[src/rtl/shift_issue_stage.sv]
// Registered issue stage in front of the ALU shifter: decodes shift requests into shifter
// controls and holds them in an output register backed by a one-entry skid buffer.
module shift_issue_stage #(
   parameter int TAG_W = 4
) (
   input  logic             clk,
   input  logic             rst,
   input  logic             flush,
   input  logic             s_valid,
   output logic             s_ready,
   input  logic [2:0]       s_op,
   input  logic             s_shsel,
   input  logic [4:0]       s_imm,
   input  logic [31:0]      s_rs,
   input  logic [31:0]      s_data,
   input  logic [TAG_W-1:0] s_tag,
   output logic             m_valid,
   input  logic             m_ready,
   output logic [31:0]      m_in,
   output logic [31:0]      m_shamt,
   output logic             m_direction,
   output logic             m_a_or_l,
   output logic             m_err,
   output logic [TAG_W-1:0] m_tag
);

   typedef struct packed {
      logic [31:0]      in;
      logic [31:0]      shamt;
      logic             dir;
      logic             a_or_l;
      logic             err;
      logic [TAG_W-1:0] tag;
   } entry_t;

   typedef enum logic [1:0] {
      ST_EMPTY = 2'd0,
      ST_ONE   = 2'd1,
      ST_FULL  = 2'd2
   } state_t;

   state_t      r_state;
   state_t      w_next;
   logic        r_s_ready;
   entry_t      r_out;
   entry_t      r_skid;
   entry_t      w_dec;
   logic [31:0] w_amt;
   logic        w_accept;
   logic        w_pop;
   logic        w_load_out_new;
   logic        w_load_out_skid;
   logic        w_load_skid;

   assign w_amt    = s_shsel ? s_rs : {27'b0, s_imm};
   assign w_accept = s_valid & r_s_ready;
   assign w_pop    = (r_state != ST_EMPTY) & m_ready;

   // Illegal ops pass through with zeroed controls so the shifter returns m_in unchanged.
   always_comb begin
      w_dec     = '0;
      w_dec.in  = s_data;
      w_dec.tag = s_tag;
      case (s_op)
         3'b000: begin
            w_dec.dir   = 1'b1;
            w_dec.shamt = w_amt;
         end
         3'b001: begin
            w_dec.shamt = w_amt;
         end
         3'b010: begin
            w_dec.a_or_l = 1'b1;
            w_dec.shamt  = w_amt;
         end
         default: begin
            w_dec.err = 1'b1;
         end
      endcase
   end

   always_comb begin
      w_next          = r_state;
      w_load_out_new  = 1'b0;
      w_load_out_skid = 1'b0;
      w_load_skid     = 1'b0;
      if (flush) begin
         w_next = ST_EMPTY;
      end else begin
         case (r_state)
            ST_EMPTY: begin
               if (w_accept) begin
                  w_load_out_new = 1'b1;
                  w_next         = ST_ONE;
               end
            end
            ST_ONE: begin
               if (w_accept && w_pop) begin
                  w_load_out_new = 1'b1;
               end else if (w_accept) begin
                  w_load_skid = 1'b1;
                  w_next      = ST_FULL;
               end else if (w_pop) begin
                  w_next = ST_EMPTY;
               end
            end
            ST_FULL: begin
               if (w_pop) begin
                  w_load_out_skid = 1'b1;
                  w_next          = ST_ONE;
               end
            end
            default: begin
               w_next = ST_EMPTY;
            end
         endcase
      end
   end

   // s_ready is registered from the next state, keeping m_ready off any combinational path to it.
   always_ff @(posedge clk or posedge rst) begin
      if (rst) begin
         r_state   <= ST_EMPTY;
         r_s_ready <= 1'b1;
         r_out     <= '0;
         r_skid    <= '0;
      end else begin
         r_state   <= w_next;
         r_s_ready <= (w_next != ST_FULL);
         if (w_load_out_new) begin
            r_out <= w_dec;
         end else if (w_load_out_skid) begin
            r_out <= r_skid;
         end
         if (w_load_skid) begin
            r_skid <= w_dec;
         end
      end
   end

   assign s_ready     = r_s_ready;
   assign m_valid     = (r_state != ST_EMPTY);
   assign m_in        = r_out.in;
   assign m_shamt     = r_out.shamt;
   assign m_direction = r_out.dir;
   assign m_a_or_l    = r_out.a_or_l;
   assign m_err       = r_out.err;
   assign m_tag       = r_out.tag;

endmodule

[config.mk]
export PLATFORM = sky130hd
export DESIGN_NAME = shift_issue_stage
export DESIGN_NICKNAME = d
export VERILOG_FILES = /design/src/rtl/shift_issue_stage.sv
export SDC_FILE = /design/constraint.sdc
export NUM_CORES = 1
export LEC_CHECK = 0
export ABC_AREA = 1
export CAP_MARGIN = 20
export CORE_UTILIZATION = 41
export CTS_CLUSTER_DIAMETER = 80
export DETAILED_ROUTE_END_ITERATION = 10
export GPL_ROUTABILITY_DRIVEN = 0
export PLACE_DENSITY = 0.63
export SYNTH_ARGS = -nofsm -noshare
export SYNTH_HDL_FRONTEND = slang
export SYNTH_SLANG_ARGS = --single-unit
[constraint.sdc]
create_clock -name clk -period 6 [get_ports clk]
set_clock_uncertainty 0.15 [all_clocks]
set_input_delay 0.6 -clock clk [delete_from_list [all_inputs] [get_ports clk]]
set_output_delay 0.6 -clock clk [all_outputs]
set_load 0.01 [all_outputs]
==> results.md <==
- Post-Syn Area: 7480 sq um
- Pre-CTS setup slack: 2420 ps
- Avg WL per Cell: 14.0 um
- Synth Area in Adders: 0
- Leakage: 4.97 nW
- Yosys warnings: 0
- Final instance area: 9580 sq um
- Worst EP required: 6200 ps
- CTS hold repair buffers: 0
- Power share of the combinational group: 0.252
- PostCTS Resize Cnt: 0
- WHS: 334 ps
- Layout cells sized above 1: 0.108
- CTS sink count: 145
- PnR worst setup slack: 2880 ps
- First-pass GRT wire length: 30.4 mm
- Synth Net Count: 1032
- Initial antenna violation count: 0
- Register area share after synthesis: 0.485
- Tot GR Track Use: 0.208
- Root Buffer: clkbuf_16
- Drt total wl: 18.3 mm
- Largest net degree at the start of global routing: 143
- Worst Max-Slew Pin Slew: 1110 ps
- Via density: 4.85
- Worst slew margin: 0.260
- Achievable Freq: 0.320 GHz
- Drt first pass iters: 5
- Row cnt: 49
- # diodes: 0
- Post-synthesis xor/xnor area fraction: 0
- Clock Latency Late Sink: 420 ps
- DR DRC count: 0
- Sw frac: 0.290
- Final Hold Fails: 0
- Mapped Avg Cell Area: 7.87 sq um
- Part of the power in registers: 0.437
- Unique masters post-synth: 22
- H-tree levels: 4
- WHS Path Cells: 2
- Largest family of logic cells by synthesized area: simple AND/OR/NAND/NOR gates
- CTS Buffer Depth: 2
- Worst-path clk slew: 60 ps
- Antenna viol nets, final: 0
- Final Net Count: 1147
- Cts bufs inserted: 17
- Die area: 18800 sq um
- Proportion of synthesized area in mux cells: 0
- Simple-Gate Fraction of Synth Area: 0.374
- R2R setup slack: 3010 ps
- Final TNS setup: 0 ps
- # setup viols final: 0
- Initial Util: 0.418
- Final worst path period share: 0.521
- PwrDens: 330 nW/um^2
- Status: finished, final reports clean
- Worst setup EP type: flop
- Initial drt markers: 543
- CTS tree: built
- Gr ovfl total: 0
- Hold Path Class: flop to flop
- Maxcap violations: 0
- Final Slew Violations: 0
- Synth Instances: 950
- Sw Pwr: 0.918 mW
- Clock share of power: 0.311
- Crit path DAT: 3320 ps
- RSZ-0062 raised after global routing: no
- Die height: 137 um
- R2R cell count: 7
- Fin crit period: 3120 ps
- CP Launch Type: input port
- Cell internal pwr: 2.24 mW
- Detail Placement HPWL: 10.8 mm
- PortBufs: 154
- Vias in the first global route: 5974
- Area growth syn-to-layout: 28.0%
- IO Count: 155
- Post-place instance area: 9010 sq um
- Worst setup path class: input port to flop
- CP Max Fanout: 142
- Die width: 137 um
- Vias: 6337
- Register bit total from synthesis: 145
- Compound-Gate Fraction of Synth Area: 0.0498
- Core area: 17900 sq um
- VDD IR max: 0.203 mV
- Post-CTS Setup Bufs: 0
-- layout by cell type, fill, tap and decap left out, types with 5 or more instances in the layout --
| cell | instances |
|---|---|
| nand2_1 | 437 |
| clkdlybuf4s50_1 | 154 |
| dfrtp_1 | 144 |
| nand3_1 | 72 |
| nand3_2 | 71 |
| inv_1 | 69 |
| o21ai_0 | 60 |
| clkbuf_16 | 17 |
| o21ai_1 | 12 |
| clkbuf_1 | 6 |
| buf_4 | 6 |
| nor2_1 | 5 |
| clkinv_2 | 5 |
-- through the flow --
stage	cells	utilization	total power [mW]
3_3_place_gp	1273	0.502	2.19
2_1_floorplan	950	-	1.78
3_5_place_dp	1274	0.503	2.20
4_1_cts	1306	0.533	3.19
5_1_grt	1307	0.535	3.34
6_report	1307	0.535	3.16
-- power by group through the flow --
stage	registers [mW]	clock network (mW)	logic (mW)
2_1_floorplan	1.42	0	0.362
3_3_place_gp	1.40	0	0.790
3_5_place_dp	1.40	0	0.805
4_1_cts	1.38	1.00	0.807
5_1_grt	1.41	1.04	0.893
6_report	1.38	0.983	0.796
-- final timing paths --
path | endpoint | from
worst max-delay path | m_shamt[28]$_DFFE_PP0P_ | s_valid
worst min-delay path | r_skid[50]$_DFFE_PP0P_ | r_skid[50]$_DFFE_PP0P_
worst max register to register | m_shamt[28]$_DFFE_PP0P_ | s_ready$_DFF_PP1_
worst min register to register | r_skid[50]$_DFFE_PP0P_ | r_skid[50]$_DFFE_PP0P_
max in group asynchronous | m_shamt[16]$_DFFE_PP0P_ | rst
min in group asynchronous | m_tag[3]$_DFFE_PP0P_ | rst
-- Yosys cell counts (all sizes together) --
master	count	area, sq um
o21ai	72	360
dfstp	1	26.3
buf	37	294
nand3	143	1070
clkbuf	29	116
inv	72	273
nand2	441	1670
nand4	2	12.5
a22oi	1	7.51
dfrtp	144	3600
nor2	6	30.0
a21oi	1	5.00
nor3	1	16.3
-- sequential cells by signal (all words and copies together) (netlist names) --
signal,flops
r_skid,71
s_ready,1
m_in,32
m_err,1
m_direction,1
m_a_or_l,1
r_state,2
m_tag,4
m_shamt,32
-- layer usage --
| layer | global-route usage | share of wire | vias up |
|---|---|---|---|
| met3 | 0.0422 | 0.053 | 14 |
| li1 | - | - | 3198 |
| met4 | 0.0629 | 0.0099 | 0 |
| met2 | 0.326 | 0.45 | 157 |
| met1 | 0.289 | 0.48 | 2968 |
| met5 | 0 | 0 | - |
-- logic make-up after synthesis --
family                 after synthesis
DFF                                145
and+or+nand+nor                    593
buffers and inverters              138
AOI/OAI and AO/OA                   74
-- layout make-up --
cell class	instances	area, sq um
inverter	72	278
timing repair buffer	162	1640
fill	1726	8320
tap	229	287
clock buffer	26	489
clock inverter	6	55.1
sequential	145	3630
multi-input combinational	667	3200
-- critical path, cell delays in order --
cell and delay [ps]:
clkdlybuf4s50_1 490, nand3_2 110, nor2_4 130, buf_4 710, nand2_8 750, nand2_1 250, nand2_1 80, nand2_1 60
No activity file was read; power rests on OpenSTA's default activity.
